### src/rtl/lsu_pkg.sv
// lsu_pkg: load/store type codes, write-back select code and FSM state type for the lsu
package lsu_pkg;
    localparam logic [2:0] LD_NONE = 3'b000;
    localparam logic [2:0] LD_LB   = 3'b001;
    localparam logic [2:0] LD_LH   = 3'b010;
    localparam logic [2:0] LD_LW   = 3'b011;
    localparam logic [2:0] LD_LBU  = 3'b100;
    localparam logic [2:0] LD_LHU  = 3'b101;
    localparam logic [1:0] ST_NONE = 2'b00;
    localparam logic [1:0] ST_SB   = 2'b01;
    localparam logic [1:0] ST_SH   = 2'b10;
    localparam logic [1:0] ST_SW   = 2'b11;
    localparam logic [1:0] MEMTOREG_LOAD = 2'b01;
    typedef enum logic {IDLE, WAIT} state_t;
endpackage

### src/rtl/lsu_align.sv
// lsu_align: store lane/byte-enable generation and load byte/half extraction with extension
module lsu_align
    import lsu_pkg::*;
(
    input  logic        is_load,
    input  logic [1:0]  st_off,
    input  logic [1:0]  st_type,
    input  logic [31:0] st_data,
    output logic [3:0]  be,
    output logic [31:0] wdata,
    input  logic [1:0]  ld_off,
    input  logic [2:0]  ld_type,
    input  logic [31:0] rdata,
    output logic [31:0] ld_data
);
    logic [7:0]  byte_v;
    logic [15:0] half_v;

    // store side: loads always read the full word, stores replicate data across lanes
    always_comb begin
        be    = is_load ? 4'hF :
                st_type == ST_SB ? 4'b0001 << st_off :
                st_type == ST_SH ? 4'b0011 << {st_off[1], 1'b0} :
                st_type == ST_SW ? 4'hF : 4'h0;
        wdata = st_type == ST_SB ? {4{st_data[7:0]}} :
                st_type == ST_SH ? {2{st_data[15:0]}} : st_data;
    end

    // load side: pick the addressed byte/half, word ignores the low offset bits
    always_comb begin
        byte_v  = rdata[{ld_off, 3'b000} +: 8];
        half_v  = ld_off[1] ? rdata[31:16] : rdata[15:0];
        ld_data = ld_type == LD_LB  ? {{24{byte_v[7]}}, byte_v} :
                  ld_type == LD_LH  ? {{16{half_v[15]}}, half_v} :
                  ld_type == LD_LW  ? rdata :
                  ld_type == LD_LBU ? {24'b0, byte_v} :
                  ld_type == LD_LHU ? {16'b0, half_v} : 32'b0;
    end
endmodule

### src/rtl/lsu.sv
// lsu: load/store stage with req/ack memory FSM and registered write-back; LSU_MISALIGN_TRAP_EN enables misalignment trapping
module lsu
    import lsu_pkg::*;
#(
    parameter int WIDTH = 32
) (
    input  logic             clk,
    input  logic             rstn,
    input  logic [WIDTH-1:0] alu_result,
    input  logic [WIDTH-1:0] Rd2_exe2lsu,
    input  logic [2:0]       Ld_cntr_exe2lsu,
    input  logic [1:0]       St_cntr_exe2lsu,
    input  logic [1:0]       Memtoreg_exe2lsu,
    input  logic             RegW_exe2lsu,
    input  logic [4:0]       wr_addr_exe2lsu,
    output logic             stall,
    output logic             dmem_req,
    output logic             dmem_we,
    output logic [WIDTH-1:0] dmem_addr,
    output logic [3:0]       dmem_be,
    output logic [WIDTH-1:0] dmem_wdata,
    input  logic [WIDTH-1:0] dmem_rdata,
    input  logic             dmem_ack,
    output logic             wb_en,
    output logic [4:0]       wb_addr,
    output logic [WIDTH-1:0] wb_data,
    output logic             misalign_err
);
    state_t           state, state_nx;
    logic             ld_op, st_op, mem_op, misalign, start, done, wb_fire;
    logic [1:0]       st_eff, off_q;
    logic [2:0]       ld_type_q;
    logic [3:0]       be_nx;
    logic [WIDTH-1:0] wdata_nx, ld_data;

    assign ld_op   = Ld_cntr_exe2lsu >= LD_LB && Ld_cntr_exe2lsu <= LD_LHU;
    assign st_op   = St_cntr_exe2lsu != ST_NONE;
    assign mem_op  = ld_op || st_op;
    assign st_eff  = ld_op ? ST_NONE : St_cntr_exe2lsu;
`ifdef LSU_MISALIGN_TRAP_EN
    assign misalign = ((Ld_cntr_exe2lsu == LD_LH || Ld_cntr_exe2lsu == LD_LHU || st_eff == ST_SH) && alu_result[0]) ||
                      ((Ld_cntr_exe2lsu == LD_LW || st_eff == ST_SW) && alu_result[1:0] != 2'b00);
`else
    assign misalign = 1'b0;
    assign misalign_err = 1'b0;
`endif
    assign start   = state == IDLE && mem_op && !misalign;
    assign done    = state == WAIT && dmem_ack;
    assign wb_fire = (state == IDLE && !mem_op) || (done && ld_type_q != LD_NONE);
    assign stall   = start || (state == WAIT && !dmem_ack);

    lsu_align u_align (
        .is_load (ld_op),
        .st_off  (alu_result[1:0]),
        .st_type (st_eff),
        .st_data (Rd2_exe2lsu),
        .be      (be_nx),
        .wdata   (wdata_nx),
        .ld_off  (off_q),
        .ld_type (ld_type_q),
        .rdata   (dmem_rdata),
        .ld_data (ld_data)
    );

    // FSM state register
    always_ff @(posedge clk or negedge rstn) begin
        if (!rstn) state <= IDLE;
        else       state <= state_nx;
    end

    // next state: a legal memory op enters WAIT, the ack returns to IDLE
    always_comb begin
        state_nx = state == IDLE ? (start ? WAIT : IDLE) : (dmem_ack ? IDLE : WAIT);
    end

    // request registers held through WAIT, and the registered write-back port
    always_ff @(posedge clk or negedge rstn) begin
        if (!rstn) begin
            dmem_req   <= 1'b0;
            dmem_we    <= 1'b0;
            dmem_addr  <= '0;
            dmem_be    <= 4'h0;
            dmem_wdata <= '0;
            ld_type_q  <= LD_NONE;
            off_q      <= 2'b00;
            wb_en      <= 1'b0;
            wb_addr    <= 5'd0;
            wb_data    <= '0;
        end else begin
            wb_en <= wb_fire && RegW_exe2lsu && wr_addr_exe2lsu != 5'd0;
            if ((state == IDLE && !mem_op) || done) begin
                wb_addr <= wr_addr_exe2lsu;
                wb_data <= Memtoreg_exe2lsu == MEMTOREG_LOAD ? ld_data : alu_result;
            end
            if (start) begin
                dmem_req   <= 1'b1;
                dmem_we    <= !ld_op;
                dmem_addr  <= {alu_result[WIDTH-1:2], 2'b00};
                dmem_be    <= be_nx;
                dmem_wdata <= wdata_nx;
                ld_type_q  <= ld_op ? Ld_cntr_exe2lsu : LD_NONE;
                off_q      <= alu_result[1:0];
            end else if (done) begin
                dmem_req   <= 1'b0;
            end
        end
    end

`ifdef LSU_MISALIGN_TRAP_EN
    // one-cycle pulse when a misaligned op is dropped in IDLE
    always_ff @(posedge clk or negedge rstn) begin
        if (!rstn) misalign_err <= 1'b0;
        else       misalign_err <= state == IDLE && mem_op && misalign;
    end
`endif
endmodule
### config.mk
export PLATFORM = sky130hd
export DESIGN_NAME = lsu
export DESIGN_NICKNAME = d
export VERILOG_FILES = /design/src/rtl/lsu_pkg.sv /design/src/rtl/lsu_align.sv /design/src/rtl/lsu.sv
export SDC_FILE = /design/constraint.sdc
export NUM_CORES = 1
export LEC_CHECK = 0
export ABC_AREA = 1
export BUFFER_PORTS_ARGS = -buffer_cell sky130_fd_sc_hd__buf_2
export CORE_MARGIN = 2
export CORE_UTILIZATION = 45
export DETAILED_ROUTE_END_ITERATION = 10
export GPL_ROUTABILITY_DRIVEN = 0
export PLACE_DENSITY = 0.76
export SKIP_CTS_REPAIR_TIMING = 1
export SLEW_MARGIN = 15
export SYNTH_ARGS = -nofsm -noshare
export SYNTH_HDL_FRONTEND = slang
export SYNTH_SLANG_ARGS = --single-unit
### constraint.sdc
create_clock -name clk -period 1.4 [get_ports clk]
set_clock_uncertainty 0.05 [all_clocks]
set_input_delay 0.14 -clock clk [delete_from_list [all_inputs] [get_ports clk]]
set_output_delay 0.14 -clock clk [all_outputs]
set_load 0.005 [all_outputs]
==> results of run 1 <==
## flip-flops by register name, indices dropped and copies added, names as in the netlist
signal	cells
dmem_addr	30
dmem_be	4
dmem_req	1
dmem_wdata	32
dmem_we	1
ld_type_q	3
off_q	2
state	1
wb_addr	5
wb_data	32
wb_en	1
## synth_stat cells, drive strengths merged
| cell type | count |
|---|---|
| nand3 | 28 |
| and2 | 5 |
| o21ai | 91 |
| nand2 | 334 |
| clkbuf | 5 |
| inv | 45 |
| o21a | 1 |
| nand3b | 1 |
| o22ai | 4 |
| nor3 | 6 |
| nor2 | 101 |
| dfrtp | 112 |
| conb | 1 |
| o211ai | 4 |
| a21oi | 18 |
| buf | 37 |
## worst min-delay path by stage
stage / from / end / slack [ps] / cells after the start
floorplan: rstn / dmem_addr[10] / -210 / 0
global placement: rstn / dmem_addr[3] / -100 / 1
detailed placement: rstn / dmem_addr[3] / -100 / 1
CTS: rstn / dmem_addr[3] / -480 / 1
global route: alu_result[31] / dmem_addr[31] / 0.7 / 3
finish: alu_result[31] / dmem_addr[31] / -40 / 3
## worst min-delay path, cell delays in order
cell	delay (ps)
buf_2	90
nand2_1	50
nand2_1	50
## power by group through the flow
stage / clock [mW] / sequential (mW) / combinational (mW)
global placement: 0 / 4.18 / 2.75
finish: 2.69 / 4.17 / 3.76
floorplan: 0 / 4.24 / 1.35
global route: 2.86 / 4.25 / 4.05
CTS: 2.72 / 4.14 / 2.80
detailed placement: 0 / 4.19 / 2.80
## logic make-up after synthesis
kind of cell / synth area share
AOI/OAI and AO/OA: 0.105
and+or+nand+nor: 0.334
buffers and inverters: 0.0761
DFF: 0.485
other: 0.000648
## per-stage QoR
stage	instances	instance area, um^2	hold WS [ps]
global placement	1184	7300	-103
detailed placement	1184	7300	-103
floorplan	795	5800	-206
CTS	1200	7610	-482
global route	1265	9070	0.728
finish	1265	9070	-37.8
## metal layers
layer  up-vias  routed length, um  track usage
li1       3081                  -            -
met1      3161               8160        0.338
met2       490              10700        0.399
met3       106               2250       0.0520
met4         0               1060       0.0926
met5         -                  0            0
## final cells by class
class	instances	area, um^2	share of cell area
Clock buffer	11	253	0.0279
Inverter	45	196	0.0217
Tap cell	172	215	0.0237
Multi-Input combinational cell	600	3230	0.356
Sequential cell	112	2810	0.309
Clock inverter	5	53.8	0.00593
Timing Repair Buffer	320	2320	0.255
==> qor.txt, run 1 <==
Crit. path cell count = 8
Antenna violations before repair = 0
Sw Share = 0.344
Maximum vdd drop = 0.875 mV
Critical Path Max Stage Delay = 450 ps
Final Util = 0.722
Crit path from = off_q[1]
Hold slack final = -37.8 ps
Worst slack, placed = -72.3 ps
CTS sink cnt = 112
Final Hold Vio Count = 6
CTS tree = built
Mapped Cells = 793
Clock tree buffer depth = 2
DRT Pass-1 Iters = 6
Vias in the first global route = 5714
Final ANT Viol Nets = 0
Number of I/O port buffers = 218
Residual DRC count = 0
Syn Std Cell Area = 5780 um^2
Largest net degree at the start of global routing = 60
GR Overflow Total = 0
Reg clk slew, reported paths = 70 ps
Die ar. = 13800 um^2
Cell Pwr Density = 1170 nW/um^2
CP Launch Type = flip-flop
#FFs+latches synth = 112
# diodes = 0
Min cycle time layout = 1590 ps
FF-to-FF End = wb_data[4]
First-pass GRT wire length = 28100 um
Per-cell routed wire length = 17.5 um
Power share of the sequential group = 0.393
Max-cap violation count = 0
Int Pwr = 6.97 mW
Critical path endpoint = wb_data[4]
Root Buffer = clkbuf_16
Crit-path cells = clkinv_4 > clkbuf_16 > o21ai_2 > nand2_1 > nand3_1 > nand2_1 > o21ai_2 > nand2_1
Worst EP arrival = 1790 ps
Fmax = 0.630 GHz
GRT Resource Usage Total = 0.250
Critical Path RT = 1600 ps
Flop2flop setup slack = -190 ps
Clk_lat worst skew = 350 ps
Commonest non-fill, non-tap cell in the layout = nand2_1
Syn Area/Cell = 7.29 um^2
CP endpoint kind = flip-flop
Slowest CP cell = dfrtp_2
FP Rows = 41
Synth area leaders = dfrtp_1 (48%), nand2_1 (21%), nor2_1 (6.4%)
Final Max Slew Viols = 0
Sw power = 3.65 mW
HP Class = in -> reg
Fraction of layout cells with a size suffix above 1 = 0.414
Filler Cell Count = 922
Area grow syn2layout = 56.8%
Worst Reg-to-Reg Cells = 8
RSZ-0062 raised after global routing = true
CP top delay family = flip-flops
Worst Path Buf+Inv = 2
Run status = finished with violations
Combinational Power Share = 0.354
Static Leak = 4.83 nW
Maximum fanout along the worst path = 5
Sequential share of the synthesized area = 0.485
Design Power = 10.6 mW
Starting Density = 0.460
Failing checks = hold timing, setup timing
CTS Buf Count = 9
H-tree depth = 3
Chip width = 117 um
Kind of critical path = reg -> reg
Nets = 1200
Setup Viol. Count Final = 33
Final WS setup = -188 ps
Total I/O pin count = 222
Final TNS setup = -2660 ps
Post-DP HPWL = 12700 um
Yosys warns = 0
Clk pwr share = 0.253
First DRT Iteration DRCs = 804
Final Cycle Share = 1.13
Core Footprint = 12600 um^2
Vias post-DR = 6838
Synth area leader = dfrtp_1
Critical R2R Launch = off_q[1]
Most frequent CP cell = nand2_1
Post-synth top area share = 0.485
Total Routed Length = 22200 um
Die height = 117 um
Vias per cell = 5.41
Library cells used by synthesis = 26
Most frequent cells in the layout = nand2_1 (263), buf_2 (216), dfrtp_1 (110)
(Power assumes the default switching activity.)
==> run 2: changes to the inputs <==
- SKIP_LAST_GASP: default -> 1
==> qor.txt, run 2 (synthesis results as in run 1) <==
Min cycle time layout = 1560 ps (-26.9 ps)
HP Class = in -> reg
Core Footprint = 12600 um^2 (unchanged)
Per-cell routed wire length = 17.1 um (-2.6%)
DRT Pass-1 Iters = 5 (-1)
Maximum vdd drop = 0.878 mV (+0.25%)
CP endpoint kind = primary output
H-tree depth = 3 (unchanged)
Vias post-DR = 6779 (-0.86%)
First-pass GRT wire length = 28100 um (unchanged)
Design area = 9030 um^2 (-0.48%)
RSZ-0062 raised after global routing = true
Met1 usage = 0.338 (unchanged)
Final WS setup = -161 ps (+26.9 ps)
CTS sink cnt = 112 (unchanged)
Largest net degree at the start of global routing = 60 (unchanged)
# diodes = 0 (unchanged)
Static Leak = 4.82 nW (-0.24%)
Busiest grt layer = met2
Fmax = 0.640 GHz (+1.7%)
Final Hold Vio Count = 6 (unchanged)
Total Routed Length = 21600 um (-2.6%)
Die ar. = 13800 um^2 (unchanged)
Largest regs = dmem_wdata (32), wb_data (32), dmem_addr (30)
Die height = 117 um (unchanged)
Chip width = 117 um (unchanged)
Most frequent cells in the layout = nand2_1 (269), buf_2 (216), dfrtp_1 (110)
Critical Path RT = 1210 ps (-390 ps)
Vias in the first global route = 5714 (unchanged)
Kind of critical path = reg -> out
Total I/O pin count = 222 (unchanged)
Final ANT Viol Nets = 0 (unchanged)
Filler Cell Count = 926 (+0.43%)
Final Cycle Share = 1.12 (-0.0192)
Final TNS setup = -2080 ps (+571 ps)
Area grow syn2layout = 56.1%
Critical path endpoint = stall
Worst slack, placed = -72.3 ps (unchanged)
First DRT Iteration DRCs = 755 (-6.1%)
Root Buffer = clkbuf_16
Antenna violations before repair = 0 (unchanged)
Reg clk slew, reported paths = 70 ps (about the same)
Worst Reg-to-Reg Cells = 10 (+2)
Nets = 1200 (unchanged)
Crit path from = state
Cell Count, Final, Fillers Out = 1265 (unchanged)
Setup Viol. Count Final = 33 (unchanged)
Fraction of layout cells with a size suffix above 1 = 0.406 (-0.00823)
Critical R2R Launch = off_q[1]
Failing checks = hold timing, setup timing
Maximum fanout along the worst path = 5 (unchanged)
Commonest non-fill, non-tap cell in the layout = nand2_1
Placed cell areas = 7300 um^2 (unchanged)
CP Launch Type = flip-flop
Hold slack final = -37.9 ps (-0.144 ps)
Flop2flop setup slack = -130 ps (+60 ps)
FF-to-FF End = wb_data[2]
GR Overflow Total = 0 (unchanged)
Dpl cells = 1184 (unchanged)
Clk_lat worst skew = 350 ps (about the same)
Clock tree buffer depth = 2 (unchanged)
Post-DP HPWL = 12700 um (unchanged)
Starting Density = 0.460 (unchanged)
Global Route met2 Usage = 0.399 (unchanged)
Cell Pwr Density = 1170 nW/um^2 (about the same)
GR Layer Usage met3 = 0.0520 (unchanged)
Residual DRC count = 0 (unchanged)
CTS Buf Count = 9 (unchanged)
Max-cap violation count = 0 (unchanged)
Final Max Slew Viols = 0 (unchanged)
CTS tree = built
Reg area = 2810 um^2 (unchanged)
Worst EP arrival = 1370 ps (-420 ps)
Number of I/O port buffers = 218 (unchanged)
Run status = finished with violations
Multi-input logic area = 3190 um^2 (-1.3%)
GRT Resource Usage Total = 0.250 (unchanged)
FP Rows = 41 (unchanged)
Vias per cell = 5.36 (-0.86%)
[run 2: critical path, cell delays in order, from the launching register on]
cell and delay, ps:
dfrtp_1 420, inv_2 80, nand3_2 80, nand2_2 140, inv_4 60, buf_12 130, buf_6 110
[run 2: layer usage]
metal  share of wire  vias up  routed length, um
met4           0.047        0               1010
met5               0        -                  0
met3           0.095       99               2050
met1            0.38     3147               8240
met2            0.48      453              10300
li1                -     3080                  -
[run 2: worst min-delay path by stage]
| stage | startpoint | to | cells past startpoint |
|---|---|---|---|
| after CTS | rstn | dmem_addr[3] | 1 |
| after floorplan | rstn | dmem_addr[10] | 0 |
| final | alu_result[31] | dmem_addr[31] | 3 |
| after detailed placement | rstn | dmem_addr[3] | 1 |
| after global placement | rstn | dmem_addr[3] | 1 |
| after global routing | alu_result[31] | dmem_addr[31] | 3 |
[run 2: cell type report]
cell class	count	area share
well taps	172	0.0238
repair buffers	320	0.257
clock buffers	11	0.0280
clock inverters	5	0.00596
flip-flops and latches	112	0.311
inverters	45	0.0215
multi-input cells	600	0.353
[run 2: through the flow]
stage / power, mW / utilization
after CTS: 9.66 / 0.605
after global routing: 11.1 / 0.718
final: 10.6 / 0.718
after floorplan: 5.59 / -
after global placement: 6.93 / 0.581
after detailed placement: 6.98 / 0.581
[run 2: power breakdown]
part,switching (mW),total [mW],internal [mW]
clock,1.22,2.70,1.49
sequential,0.347,4.17,3.82
combinational,2.05,3.70,1.66
==> run 3: changes to the inputs <==
- PLACE_DENSITY: 0.76 -> 0.8
==> qor.txt, run 3 (synthesis results as in run 1) <==
Dpl cells = 1187 (+0.25%)
Fraction of layout cells with a size suffix above 1 = 0.376 (-0.0297)
Int Pwr = 6.69 mW (-3.9%)
Number of I/O port buffers = 218 (unchanged)
First-pass GRT wire length = 28400 um (+1.1%)
Power share of the sequential group = 0.403 (+0.009)
Starting Density = 0.460 (unchanged)
Vias post-DR = 6844 (+0.96%)
Max-cap violation count = 0 (unchanged)
Vias in the first global route = 5758 (+0.77%)
Sw power = 3.66 mW (+1.4%)
GR Overflow Total = 0 (unchanged)
Final ANT Viol Nets = 0 (unchanged)
Largest regs = dmem_wdata (32), wb_data (32), dmem_addr (30)
Final Max Slew Viols = 0 (unchanged)
Final WS setup = -147 ps (+14.8 ps)
Die ar. = 13800 um^2 (unchanged)
Maximum fanout along the worst path = 5 (unchanged)
Total I/O pin count = 222 (unchanged)
Global Route met2 Usage = 0.410 (+0.0106)
Kind of critical path = reg -> out
Vias per cell = 5.39 (+0.64%)
CTS tree = built
Fmax = 0.647 GHz (+0.96%)
Clock tree buffer depth = 2 (unchanged)
Area grow syn2layout = 53.2%
Residual DRC count = 0 (unchanged)
Critical R2R Launch = off_q[1]
Setup Viol. Count Final = 33 (unchanged)
Sw Share = 0.354 (+0.0122)
Total Routed Length = 21400 um (-0.94%)
Cell Pwr Density = 1170 nW/um^2 (-0.29%)
GR Layer Usage met3 = 0.0593 (+0.00730)
Largest net degree at the start of global routing = 45 (-25%)
Chip width = 117 um (unchanged)
Placed cell areas = 7320 um^2 (+0.31%)
# diodes = 0 (unchanged)
Per-cell routed wire length = 16.9 um (-1.3%)
Most frequent cells in the layout = nand2_1 (296), buf_2 (216), dfrtp_1 (110)
Reg clk slew, reported paths = 70 ps (about the same)
Commonest non-fill, non-tap cell in the layout = nand2_1
Final Util = 0.705 (-0.0130)
GRT Resource Usage Total = 0.255 (+0.00431)
Run status = finished with violations
FP Rows = 41 (unchanged)
Die height = 117 um (unchanged)
Met1 usage = 0.335 (-0.00242)
Slew of the pin with the lowest slew margin = 630 ps
Combinational Power Share = 0.349 (about the same)
H-tree depth = 3 (unchanged)
Worst EP arrival = 1360 ps (about the same)
Root Buffer = clkbuf_16
Maximum vdd drop = 0.617 mV (-30%)
Clk pwr share = 0.248 (-0.008)
Core Footprint = 12600 um^2 (unchanged)
Static Leak = 4.74 nW (-1.6%)
CTS sink cnt = 112 (unchanged)
Flop2flop setup slack = -140 ps (about the same)
Failing checks = hold timing, setup timing
Post-DP HPWL = 13300 um (+4.2%)
Busiest grt layer = met2
Worst Reg-to-Reg Cells = 8 (-2)
Hold slack final = -8.06 ps (+29.9 ps)
CP endpoint kind = primary output
Final Hold Vio Count = 3 (-3)
Min cycle time layout = 1550 ps (-14.8 ps)
Critical path endpoint = stall
CTS Buf Count = 9 (unchanged)
Design area = 8860 um^2 (-1.8%)
Cell Count, Final, Fillers Out = 1269 (+0.32%)
Critical Path RT = 1210 ps (about the same)
DRT Pass-1 Iters = 8 (+3)
Antenna violations before repair = 0 (unchanged)
HP Class = in -> reg
CP Launch Type = flip-flop
Slew margin rel. = 0.579
Final Cycle Share = 1.10 (-0.0106)
Design Power = 10.4 mW (-2.1%)
First DRT Iteration DRCs = 658 (-13%)
RSZ-0062 raised after global routing = true
Clk_lat worst skew = 350 ps (about the same)
FF-to-FF End = wb_data[2]
Crit path from = state
Nets = 1204 (+0.33%)
-- run 3: layer usage --
metal / wire (um) / share of wire
met1: 8090 / 0.38
met2: 9920 / 0.46
met3: 2170 / 0.10
met4: 1210 / 0.057
met5: 0 / 0
-- run 3: worst min path at each step --
stage / from / cells after the start / slack, ps / endpoint
2_1_floorplan: rstn / 0 / -210 / dmem_addr[10]
3_3_place_gp: rstn / 1 / 10 / dmem_addr[10]
3_5_place_dp: rstn / 1 / 20 / dmem_addr[10]
4_1_cts: rstn / 1 / -370 / dmem_addr[10]
5_1_grt: Rd2_exe2lsu[16] / 3 / 6 / dmem_wdata[16]
6_report: alu_result[14] / 3 / -8 / dmem_addr[14]
-- run 3: area by class of cell --
type / instances / area [um^2]
fill: 917 / 3700
multi-input combinational: 600 / 3020
sequential: 112 / 2810
timing repair buffer: 324 / 2340
clock buffer: 9 / 225
tap: 172 / 215
inverter: 45 / 194
clock inverter: 7 / 63.8
-- run 3: power groups by stage --
stage	sequential, mW	clock, mW	combinational [mW]
global placement	4.19	0	2.75
floorplan	4.24	0	1.35
global route	4.24	2.76	3.93
CTS	4.14	2.58	2.82
detailed placement	4.19	0	2.81
finish	4.17	2.57	3.61
-- run 3: stage by stage --
stage,setup TNS [ps],setup WS (ps)
finish,-2430,-147
global route,-4820,-212
CTS,-1510,-290
detailed placement,-1480,-97.3
global placement,-332,-76.9
floorplan,0,11.4
-- run 3: critical path, stage by stage, from the launching register on --
cell	delay, ps
dfrtp_1	410
inv_2	100
nand3_4	90
nand2_4	120
inv_8	40
buf_12	130
buf_6	110
